### src/rtl/fir_channel_scheduler.sv
// Round-robin time-division scheduler sharing one 4-tap shift-weighted FIR
// (y = x + x1/2 + x2/4 + x3/8) across CH channels, each with a private history.
module fir_channel_scheduler #(
  parameter int unsigned N  = 7,
  parameter int unsigned CH = 4
) (
  input  logic                    clk,
  input  logic                    rst,
  input  logic [CH-1:0]           in_valid,
  input  logic [CH*(N+1)-1:0]     in_data,
  output logic [CH-1:0]           in_ready,
  output logic                    out_valid,
  input  logic                    out_ready,
  output logic [N+1:0]            out_data,
  output logic [$clog2(CH)-1:0]   out_ch
);

  localparam int unsigned DW = N + 1;
  localparam int unsigned AW = N + 2;
  localparam int unsigned CW = $clog2(CH);

  typedef enum logic [1:0] {
    IDLE = 2'd0,
    MAC  = 2'd1,
    OUT  = 2'd2
  } state_e;

  state_e        state_q, state_d;
  logic [CW-1:0] ptr_q, ptr_d;
  logic [CW-1:0] ch_q, ch_d;
  logic [DW-1:0] s_q, s_d;
  logic [AW-1:0] acc_q, acc_d;
  logic [1:0]    k_q, k_d;
  logic          out_valid_q, out_valid_d;
  logic [AW-1:0] out_data_q, out_data_d;
  logic [CW-1:0] out_ch_q, out_ch_d;

  logic [DW-1:0] h0_q [CH];
  logic [DW-1:0] h1_q [CH];
  logic [DW-1:0] h2_q [CH];
  logic          hist_we;

  logic [DW-1:0] in_lane [CH];
  logic [CW-1:0] cand;
  logic          grant_found;
  logic [CW-1:0] grant_idx;
  logic [DW-1:0] grant_data;
  logic [AW-1:0] term;
  logic [AW-1:0] acc_sum;

  for (genvar gi = 0; gi < CH; gi++) begin : g_lane
    assign in_lane[gi] = in_data[gi*DW +: DW];
  end

  // Round-robin search starting at ptr, wrapping modulo CH
  always_comb begin
    grant_found = 1'b0;
    grant_idx   = '0;
    cand        = '0;
    for (int unsigned i = 0; i < CH; i++) begin
      cand = CW'((32'(ptr_q) + i) % CH);
      if (!grant_found && in_valid[cand]) begin
        grant_found = 1'b1;
        grant_idx   = cand;
      end
    end
    grant_data = in_lane[grant_idx];
  end

  // Shared datapath: one weighted tap per MAC cycle
  always_comb begin
    term = '0;
    case (k_q)
      2'd0:    term = AW'(s_q);
      2'd1:    term = AW'(h0_q[ch_q] >> 1);
      2'd2:    term = AW'(h1_q[ch_q] >> 2);
      default: term = AW'(h2_q[ch_q] >> 3);
    endcase
    acc_sum = acc_q + term;
  end

  always_comb begin
    state_d     = state_q;
    ptr_d       = ptr_q;
    ch_d        = ch_q;
    s_d         = s_q;
    acc_d       = acc_q;
    k_d         = k_q;
    out_valid_d = out_valid_q;
    out_data_d  = out_data_q;
    out_ch_d    = out_ch_q;
    hist_we     = 1'b0;
    in_ready    = '0;

    case (state_q)
      IDLE: begin
        if (!rst && grant_found) begin
          in_ready[grant_idx] = 1'b1;
          ch_d    = grant_idx;
          s_d     = grant_data;
          ptr_d   = (grant_idx == CW'(CH - 1)) ? '0 : grant_idx + CW'(1);
          acc_d   = '0;
          k_d     = '0;
          state_d = MAC;
        end
      end
      MAC: begin
        acc_d = acc_sum;
        k_d   = k_q + 2'd1;
        if (k_q == 2'd3) begin
          hist_we     = 1'b1;
          out_data_d  = acc_sum;
          out_ch_d    = ch_q;
          out_valid_d = 1'b1;
          state_d     = OUT;
        end
      end
      OUT: begin
        if (out_ready) begin
          out_valid_d = 1'b0;
          state_d     = IDLE;
        end
      end
      default: state_d = IDLE;
    endcase
  end

  always_ff @(posedge clk or posedge rst) begin
    if (rst) begin
      state_q     <= IDLE;
      ptr_q       <= '0;
      ch_q        <= '0;
      s_q         <= '0;
      acc_q       <= '0;
      k_q         <= '0;
      out_valid_q <= 1'b0;
      out_data_q  <= '0;
      out_ch_q    <= '0;
    end else begin
      state_q     <= state_d;
      ptr_q       <= ptr_d;
      ch_q        <= ch_d;
      s_q         <= s_d;
      acc_q       <= acc_d;
      k_q         <= k_d;
      out_valid_q <= out_valid_d;
      out_data_q  <= out_data_d;
      out_ch_q    <= out_ch_d;
    end
  end

  // History advances once per accepted sample, on the last MAC edge only
  always_ff @(posedge clk or posedge rst) begin
    if (rst) begin
      for (int i = 0; i < CH; i++) begin
        h0_q[i] <= '0;
        h1_q[i] <= '0;
        h2_q[i] <= '0;
      end
    end else if (hist_we) begin
      h2_q[ch_q] <= h1_q[ch_q];
      h1_q[ch_q] <= h0_q[ch_q];
      h0_q[ch_q] <= s_q;
    end
  end

  assign out_valid = out_valid_q;
  assign out_data  = out_data_q;
  assign out_ch    = out_ch_q;

  a_grant_onehot: assert property (@(posedge clk) disable iff (rst) $onehot0(in_ready));
  a_out_stable: assert property (@(posedge clk) disable iff (rst)
    out_valid_q && !out_ready |=> out_valid_q && $stable(out_data_q) && $stable(out_ch_q));

endmodule

### config.mk
export PLATFORM = sky130hd
export DESIGN_NAME = fir_channel_scheduler
export DESIGN_NICKNAME = d
export VERILOG_FILES = /design/src/rtl/fir_channel_scheduler.sv
export SDC_FILE = /design/constraint.sdc
export NUM_CORES = 1
export LEC_CHECK = 0
export ABC_AREA = 1
export BUFFER_PORTS_ARGS = -buffer_cell sky130_fd_sc_hd__buf_2
export CAP_MARGIN = 20
export CORE_AREA = 4 4 119 121
export CTS_BUF_LIST = sky130_fd_sc_hd__clkbuf_2 sky130_fd_sc_hd__clkbuf_4 sky130_fd_sc_hd__clkbuf_8
export DETAILED_ROUTE_END_ITERATION = 8
export DIE_AREA = 0 0 123 125
export GPL_ROUTABILITY_DRIVEN = 0
export PLACE_DENSITY_LB_ADDON = 0.08
export SLEW_MARGIN = 0
export SYNTH_ARGS = -nofsm -noshare
export SYNTH_HDL_FRONTEND = slang
export SYNTH_SLANG_ARGS = --single-unit
### constraint.sdc
create_clock -name clk -period 6.94 [get_ports clk]
set_input_delay 0.347 -clock clk [delete_from_list [all_inputs] [get_ports clk]]
set_output_delay 0.347 -clock clk [all_outputs]
set_load 0.05 [all_outputs]
==> metrics.md, run 1 <==
| Metric | Value |
|---|---|
| Netlist cell types | `34` |
| Reg power frac | `32.6%` |
| Worst R2R Path Depth | `14` |
| Switching Share | `48.2%` |
| Clock Power Share | `14.5%` |
| Die Area | `15400 um2` |
| Synthesized area | `5820 um2` |
| Clk Latency, worst-skew pair | `0.38 ns` |
| Clock sink count | `109` |
| 1st-iter DRT viols | `367` |
| Cell internal pwr | `1680 uW` |
| VDD IR-drop max | `0.278 mV` |
| Initial antenna violation count | `0` |
| Drc violations | `0` |
| Max-slew headroom | `39.7%` |
| Number of global-route vias before repair | `4974` |
| Crit. Startpoint | `ch_q[0]` |
| TritonCTS Buffers | `9` |
| Min cycle time layout | `4.29 ns` |
| Register area share after synthesis | `46.9%` |
| Synth async-reset ratio | `100%` |
| Worst Hold Class | `in2reg` |
| Gr usage total | `20.5%` |
| Area Overhead vs Synth | `11.0%` |
| Grt total ovfl | `0` |
| Die Y-Extent | `125 um` |
| Maximum clock frequency | `0.233 GHz` |
| Largest cells by area after synthesis | `dfrtp_1 (47%), nand2_1 (14%), o21ai_0 (7.1%), inv_1 (5.8%), ha_1 (3.4%)` |
| Syn. warnings | `0` |
| Final slew viol count | `0` |
| Post-synthesis cell count | `725` |
| Largest area contributor in the netlist | `dfrtp_1` |
| Deepest clock path buffer count | `2` |
| Share of the synthesized area in the top cell type | `46.9%` |
| Maximum fanout along the worst path | `31` |
| Final hold vios | `0` |
| Most used flip-flop cell after synthesis | `dfrtp_1` |
| Crit path kind | `reg2reg` |
| Initial Utilization | `44.5%` |
| Postcts setup bufs | `0` |
| Die width | `123 um` |
| CP Launch Type | `register` |
| Post-synth EDFFs | `0` |
| Outcome | `complete, no violations` |
| Setup TNS Final | `0 ns` |
| Worst setup endpoint | `out_data[6]` |
| Largest net degree at the start of global routing | `42` |
| Final ANT Viol Nets | `0` |
| FF-to-FF Start | `ch_q[0]` |
| Finished Core Util | `49.3%` |
| Syn_nets | `781` |
| CTS root buf | `clkbuf_8` |
| Count leader, synth | `nand2_1` |
| I/O Pins | `55` |
| Port Buf Inserts | `54` |
| Reg2reg end | `out_data[6]` |
| Layout cells sized above 1 | `16.2%` |
| Max Clock Skew | `0.0144 ns` |
| Commonest cells in the netlist | `nand2_1 (223), dfrtp_1 (109), inv_1 (90), o21ai_0 (83), nand3_1 (40)` |
| Core area | `13100 um2` |
| Setup crit end kind | `register` |
| Setup violators final | `0` |
| Least-Margin Pin Slew | `0.903 ns` |
| Antenna cells | `0` |
| Worst Path Arrival | `4.58 ns` |
| Global-route wire length before repair | `24900 um` |
| WP data required | `7.23 ns` |
| Synth Area per Inst | `8.02 um2` |
| #FFs+latches synth | `109` |
| Worst-path clk slew | `0.09 ns` |
| Final wirelength | `14600 um` |
| Max_cap viols | `0` |
| Sw power | `1560 uW` |
| H-tree Lvls | `3` |
| R2R Setup Slk | `2.65 ns` |
| P_leak | `0.00324 uW` |
| CTS tree | `yes` |
| HPWL after DPL | `10200 um` |
| Comb power frac | `52.8%` |
| Power density cells | `503 nW/um2` |
| Via count | `4879` |
| DRT Pass-1 Iters | `5` |
| Number of cell rows | `42` |
| RSZ-0062 raised after global routing | `false` |
| Wire per inst | `15.4 um` |
| Period utilization | `61.9%` |
| Final net count | `823` |
| Vias/cell | `5.15` |
per-stage QoR:
stage	hold WS, ns	setup slack (ns)	total power (uW)	instances	cell area [um2]
finish	0.164	2.65	3250	948	6460
global route	0.162	2.23	3570	948	6460
CTS	0.132	2.67	3280	948	6460
detailed placement	0.397	2.78	2800	931	6200
global placement	0.390	3.00	2760	931	6200
floorplan	0.442	2.50	2370	725	5820
worst max-delay path, stage by stage (launching register included):
cell and delay (ns):
dfrtp_1 0.71, inv_1 0.58, nand2_1 0.60, o221ai_1 0.34
nand2_1 0.13, nand3_1 0.06, o21ai_0 0.33, inv_1 0.08
ha_1 0.37, a21oi_1 0.19, o21ai_0 0.12, a41oi_1 0.27
or2_2 0.16, nand3_1 0.07, o21ai_0 0.18
worst min path at each step:
| stage | endpoint | depth (start not counted) | from | slack [ns] |
|---|---|---|---|---|
| final | state_q[1] | 2 | out_ready | 0.16 |
| after global placement | h0_q[15] | 2 | rst | 0.39 |
| after CTS | state_q[1] | 2 | out_ready | 0.13 |
| after floorplan | h2_q[7] | 2 | h2_q[7] | 0.44 |
| after global routing | state_q[1] | 2 | out_ready | 0.16 |
| after detailed placement | h0_q[15] | 2 | rst | 0.40 |
cell type report:
type | count | area, um2
fillers | 1298 | 6630
flip-flops and latches | 109 | 2730
multi-input cells | 489 | 2580
inverters | 100 | 378
repair buffers | 58 | 303
well taps | 176 | 220
clock buffers | 12 | 153
clock inverters | 4 | 95.1
flip-flops by register name, indices dropped and copies added (netlist names):
register	count
acc_q	9
s_q	8
out_valid	1
out_data	9
k_q	2
ch_q	2
ptr_q	2
h2_q	20
h0_q	28
h1_q	24
state_q	2
out_ch	2
repair_timing:
item                                   in CTS  in global routing
setup endpoints to repair                   0                  0
endpoints found under the hold margin      32                  0
gates resized for setup                     0                  0
hold buffers                                1                  0
per-layer routing:
metal,GRT usage [%],routed length (um)
met1,28.2,6910
met4,7.17,316
met3,3.93,544
met2,32.2,6800
met5,0,0
power by group through the flow:
stage	Clock, uW	Sequential, uW	Combinational, uW
5_1_grt	507	1100	1960
3_3_place_gp	0	1070	1690
3_5_place_dp	0	1070	1720
2_1_floorplan	0	1110	1270
4_1_cts	487	1060	1730
6_report	471	1060	1720
kinds of logic after synthesis:
family,after synthesis,share of synthesized area (%)
AOI/OAI and AO/OA,146,14.0
adders and majority gates,17,3.78
buffers and inverters,127,8.82
DFF,109,46.9
muxes,15,2.90
and+or+nand+nor,311,23.6
placed cells by master, fill, tap and decap left out, drive strengths merged, types with 9 or more instances in the layout:
cell	netlist	routed
or2	9	9
inv	99	99
clkbuf	11	12
nand3	43	43
o221ai	11	11
mux2	15	15
dfrtp	109	109
nand2	231	231
o21ai	88	88
a21oi	30	30
ha	16	16
buf	16	57
nor2	19	19
o211ai	10	10
(Power assumes the default switching activity.)
==> run 2: changes to the inputs <==
clock period = 4.2 ns   (was 6.94 ns; I/O delays follow)
==> run 2 against run 1 <==
Compared with the run above:
- total power rose by 62%
- routed wire length grew 0.60%
- combinational power grew 68%
- sequential power rose by 64%
- critical path type unchanged
- largest cell class unchanged
- highest routed layer unchanged
==> metrics.md, run 2 (synthesis gave the netlist of run 1 again) <==
| Metric | Value |
|---|---|
| Outcome | `complete, no violations` |
| Final net count | `831 (+0.97%)` |
| Max FFs per register | `28 (unchanged)` |
| VDD IR-drop max | `0.557 mV (+100%)` |
| Worst Hold Class | `in2reg` |
| Worst Path Arrival | `3.57 ns (-1.01 ns)` |
| Gr usage total | `20.3% (-0.13 points)` |
| I/O Pins | `55 (unchanged)` |
| HPWL after DPL | `10500 um (+2.6%)` |
| Commonest cells after routing, fill and taps aside | `nand2_1 (223), dfrtp_1 (109), inv_1 (89), o21ai_0 (83), buf_2 (54)` |
| H-tree Lvls | `3 (unchanged)` |
| Worst-path clk slew | `0.10 ns (about the same)` |
| Final ANT Viol Nets | `0 (unchanged)` |
| Drc violations | `0 (unchanged)` |
| DRT Pass-1 Iters | `4 (-1)` |
| Vias/cell | `5.07 (-1.4%)` |
| Area of the multi-input gates | `2580 um2 (unchanged)` |
| FILL cells | `1302 (+0.31%)` |
| Largest net degree at the start of global routing | `40 (-4.8%)` |
| P_leak | `0.00325 uW (+0.27%)` |
| Min cycle time layout | `3.26 ns (-1.03 ns)` |
| Setup WS post-layout | `0.936 ns (-1.71 ns)` |
| Maximum fanout along the worst path | `21 (-32%)` |
| CTS tree | `yes` |
| Design Area, Final | `6460 um2 (about the same)` |
| Setup WS pre-CTS | `0.981 ns (-1.80 ns)` |
| Grt total ovfl | `0 (unchanged)` |
| Core area | `13100 um2 (unchanged)` |
| CP Launch Type | `register` |
| Reg area | `2730 um2 (unchanged)` |
| Power density cells | `816 nW/um2 (+62%)` |
| Die Area | `15400 um2 (unchanged)` |
| 1st-iter DRT viols | `221 (-40%)` |
| TritonCTS Buffers | `9 (unchanged)` |
| Top Registers | `h0_q x28, h1_q x24, h2_q x20` |
| Layout cells sized above 1 | `16.7% (+0.52 points)` |
| Die Y-Extent | `125 um (unchanged)` |
| Initial Utilization | `44.5% (unchanged)` |
| WP data required | `4.51 ns (-2.72 ns)` |
| Most common cell after layout, fill and taps aside | `nand2_1` |
| Biggest register | `h0_q` |
| Max Clock Skew | `0.0112 ns (-0.00313 ns)` |
| Maximum clock frequency | `0.306 GHz (+32%)` |
| Crit path kind | `reg2reg` |
| Setup violators final | `0 (unchanged)` |
| DP Area | `6250 um2 (+0.85%)` |
| Wire per inst | `15.4 um (about the same)` |
| Postcts setup bufs | `0 (unchanged)` |
| Least-Margin Pin Slew | `0.704 ns (-0.200 ns)` |
| Final Power | `5270 uW (+62%)` |
| Antenna cells | `0 (unchanged)` |
| Max-slew headroom | `53.0% (+13 points)` |
| Worst R2R Path Depth | `16 (+2)` |
| Number of global-route vias before repair | `5027 (+1.1%)` |
| Period utilization | `77.7% (+16 points)` |
| Clock sink count | `109 (unchanged)` |
| Via count | `4841 (-0.78%)` |
| Number of cell rows | `42 (unchanged)` |
| Deepest clock path buffer count | `2 (unchanged)` |
| Setup crit end kind | `register` |
| RSZ-0062 raised after global routing | `false` |
| CTS root buf | `clkbuf_8` |
| Max_cap viols | `0 (unchanged)` |
| Final wirelength | `14700 um (+0.60%)` |
| Initial antenna violation count | `0 (unchanged)` |
| Die width | `123 um (unchanged)` |
| Final hold vios | `0 (unchanged)` |
| Cts hold-fix bufs | `2 (+1)` |
| Final slew viol count | `0 (unchanged)` |
| Area Overhead vs Synth | `11.0% (about the same)` |
| Hold path depth | `5 (+3)` |
| Port Buf Inserts | `54 (unchanged)` |
| Setup TNS Final | `0 ns (unchanged)` |
| PostCTS Resize Cnt | `0 (unchanged)` |
| Clk Latency, worst-skew pair | `0.39 ns (about the same)` |
| Global-route wire length before repair | `24800 um (-0.33%)` |
==> run 2: cell count changes in the layout (fill, tap and decap cells not counted), sizes merged <==
cell,delta
dlygate4sd3,+1
buf,+7
bufinv,-2
==> run 2: final timing paths <==
path	from	end	slack [ns]
min reg2reg	out_ch[1]	out_ch[1]	0.48
min	in_data[8]	s_q[0]	0.13
max in group asynchronous	rst	out_data[3]	2.39
max reg2reg	ch_q[1]	out_data[5]	0.94
max	ch_q[1]	out_data[5]	0.94
min in group asynchronous	rst	h0_q[6]	0.38
==> run 2: worst max-delay path: stages (launching register included) <==
cell and delay (ns):
dfrtp_1 0.43, inv_2 0.33, nand2_1 0.14, buf_4 0.21, o211ai_1 0.41, nand2_1 0.10
a32o_1 0.28, inv_1 0.06, ha_1 0.28, a21oi_1 0.16, nand2_1 0.11, nand2_1 0.08
nand2_1 0.05, a21oi_1 0.15, or2_2 0.13, nand3_1 0.08, o21ai_0 0.16
==> run 2: metrics by stage <==
step | utilization [%] | hold slack (ns) | std cells
after floorplan | - | 0.317 | 725
after global placement | 47.8 | 0.255 | 938
after detailed placement | 47.8 | 0.260 | 938
after CTS | 49.4 | 0.117 | 954
after global routing | 49.4 | 0.133 | 954
final | 49.4 | 0.130 | 954
==> run 2: cell type report <==
cell class | instances | area share (%)
flip-flops and latches | 109 | 42.2
multi-input cells | 489 | 39.9
inverters | 100 | 5.85
repair buffers | 66 | 5.66
well taps | 176 | 3.41
clock buffers | 12 | 2.36
clock inverters | 2 | 0.542
==> run 2: per-layer routing <==
layer	up-vias	wire, um	track usage [%]	share of wire (%)
met5	-	0	0	0
met2	72	7180	33.4	49
met1	2321	6900	27.3	47
met3	12	464	4.29	3.2
met4	0	120	5.34	0.82
li1	2436	-	-	-
==> run 2: power breakdown <==
part | switching, uW | internal, uW
Clock | 344 | 299
Sequential | 268 | 1470
Combinational | 1960 | 929
Total | 2570 | 2700
==> run 3: changes to the inputs <==
clock period = 2.9 ns   (was 4.2 ns; I/O delays follow)
==> run 3 against run 2 <==
Compared with the run above:
- via count up 3.3%
- setup slack worse by 0.76 ns
- global-route usage down 0.089 points
- sequential share of layout area down 2.1 points
- routed wire length about the same
- combinational power up 66%
- largest cell class unchanged
==> metrics.md, run 3 (synthesis gave the netlist of run 1 again) <==
| Metric | Value |
|---|---|
| Initial Utilization | `44.5% (unchanged)` |
| Setup violators final | `0 (unchanged)` |
| TritonCTS Buffers | `9 (unchanged)` |
| Largest net degree at the start of global routing | `51 (+28%)` |
| Area Overhead vs Synth | `17.0%` |
| P_leak | `0.00339 uW (+4.6%)` |
| Initial antenna violation count | `0 (unchanged)` |
| CP Launch Type | `register` |
| Final slew viol count | `0 (unchanged)` |
| Drc violations | `0 (unchanged)` |
| Die Area | `15400 um2 (unchanged)` |
| 1st-iter DRT viols | `323 (+46%)` |
| I/O Pins | `55 (unchanged)` |
| Maximum clock frequency | `0.368 GHz (+20%)` |
| Clk Latency, worst-skew pair | `0.40 ns (about the same)` |
| Antenna cells | `0 (unchanged)` |
| FILL cells | `1269 (-2.5%)` |
| VDD IR-drop max | `0.616 mV (+11%)` |
| H-tree Lvls | `3 (unchanged)` |
| WP data required | `3.23 ns (-1.28 ns)` |
| Vias/cell | `5.08 (+0.12%)` |
| Least-Margin Pin Slew | `0.670 ns (-0.0341 ns)` |
| Setup TNS Final | `0 ns (unchanged)` |
| Most common cell after layout, fill and taps aside | `nand2_1` |
| Via count | `4999 (+3.3%)` |
| CTS root buf | `clkbuf_8` |
| Die Y-Extent | `125 um (unchanged)` |
| Power density cells | `1220 nW/um2 (+49%)` |
| Deepest clock path buffer count | `2 (unchanged)` |
| Die width | `123 um (unchanged)` |
| Worst-path clk slew | `0.11 ns (about the same)` |
| DRT Pass-1 Iters | `5 (+1)` |
| Crit path kind | `reg2reg` |
| Biggest register | `h0_q` |
| Layout cells sized above 1 | `22.2% (+5.4 points)` |
| Number of cell rows | `42 (unchanged)` |
| Worst Path Arrival | `3.05 ns (-0.52 ns)` |
| Final net count | `859 (+3.4%)` |
| Min cycle time layout | `2.72 ns (-0.544 ns)` |
| WHS | `0.0525 ns (-0.0778 ns)` |
| Max FFs per register | `28 (unchanged)` |
| Worst Hold Class | `in2reg` |
| Clock sink count | `109 (unchanged)` |
| Final ANT Viol Nets | `0 (unchanged)` |
| Grt total ovfl | `0 (unchanged)` |
| Top Registers | `h0_q x28, h1_q x24, h2_q x20` |
| Setup crit end kind | `register` |
| RSZ-0062 raised after global routing | `false` |
| Final hold vios | `0 (unchanged)` |
| HPWL after DPL | `10700 um (+1.8%)` |
| Final wirelength | `14700 um (about the same)` |
| Maximum fanout along the worst path | `7 (-67%)` |
| Max Clock Skew | `0.0106 ns (-0.000599 ns)` |
| Gr usage total | `20.2% (-0.089 points)` |
| Wire per inst | `14.9 um (-3.1%)` |
| Port Buf Inserts | `54 (unchanged)` |
| Number of global-route vias before repair | `4857 (-3.4%)` |
| Global-route wire length before repair | `24400 um (-1.6%)` |
| Core area | `13100 um2 (unchanged)` |
| Commonest cells after routing, fill and taps aside | `nand2_1 (221), dfrtp_1 (108), inv_1 (87), o21ai_0 (76), buf_2 (52)` |
| Max_cap viols | `0 (unchanged)` |
| Max-slew headroom | `55.4% (+2.4 points)` |
| Outcome | `complete, no violations` |
| Period utilization | `93.8% (+16 points)` |
| CTS tree | `yes` |
run 3: worst paths after layout:
| kind | startpoint | end | slack [ns] | cells past startpoint |
|---|---|---|---|---|
| hold reg to reg | out_ch[1] | out_ch[1] | 0.49 | 2 |
| setup / recovery | ch_q[1] | out_data[6] | 0.18 | 15 |
| max in group asynchronous | rst | h1_q[15] | 1.61 | 4 |
| min in group asynchronous | rst | h0_q[30] | 0.30 | 3 |
| hold / removal | in_data[26] | s_q[2] | 0.05 | 4 |
| setup reg to reg | ch_q[1] | out_data[6] | 0.18 | 15 |
run 3: critical path, stage by stage (launching register included):
cell	delay, ns
dfrtp_1	0.42
inv_4	0.10
nand2_1	0.07
buf_4	0.16
o211ai_1	0.33
nand2_1	0.12
nand3_1	0.13
nand2_1	0.07
inv_1	0.07
ha_1	0.25
a21oi_1	0.23
o21ai_0	0.12
a41oi_1	0.22
or2_2	0.15
nand3_1	0.07
o21ai_1	0.13
run 3: timing repair:
action	4_1_cts	5_1_grt
endpoints found under the setup margin	0	15
gates resized for setup	0	34
endpoints found under the hold margin	16	0
hold buffers	2	0
buffers inserted	0	7
run 3: where the power goes:
group | switching (uW) | internal [uW]
combinational | 3020 | 1770
sequential | 390 | 2130
clock | 543 | 416
total | 3960 | 4320
run 3: layout make-up:
cell class / instances / area [um2] / area share (%)
flip-flops and latches: 109 / 2730 / 40.1
multi-input cells: 489 / 2660 / 39.1
repair buffers: 94 / 609 / 8.95
inverters: 100 / 382 / 5.61
well taps: 176 / 220 / 3.24
clock buffers: 10 / 131 / 1.93
clock inverters: 6 / 72.6 / 1.07
run 3: per-stage QoR:
| step | total power (uW) | cells | utilization (%) | instance area, um2 | worst slack (ns) |
|---|---|---|---|---|---|
| global route | 9030 | 984 | 52.0 | 6810 | 0.00129 |
| finish | 8280 | 984 | 52.0 | 6810 | 0.180 |
| detailed placement | 7060 | 959 | 49.2 | 6430 | 0.0303 |
| floorplan | 5680 | 725 | - | 5820 | 0.0985 |
| CTS | 8040 | 977 | 50.9 | 6660 | 0.0159 |
| global placement | 6980 | 959 | 49.2 | 6430 | 0.0924 |
run 3: metal layers:
metal / up-vias / global-route usage [%] / share of wire (%)
met1: 2393 / 28.2 / 46
met2: 92 / 32.5 / 48
met5: - / 0 / 0
met3: 19 / 2.98 / 3.5
li1: 2495 / - / -
met4: 0 / 6.71 / 1.8
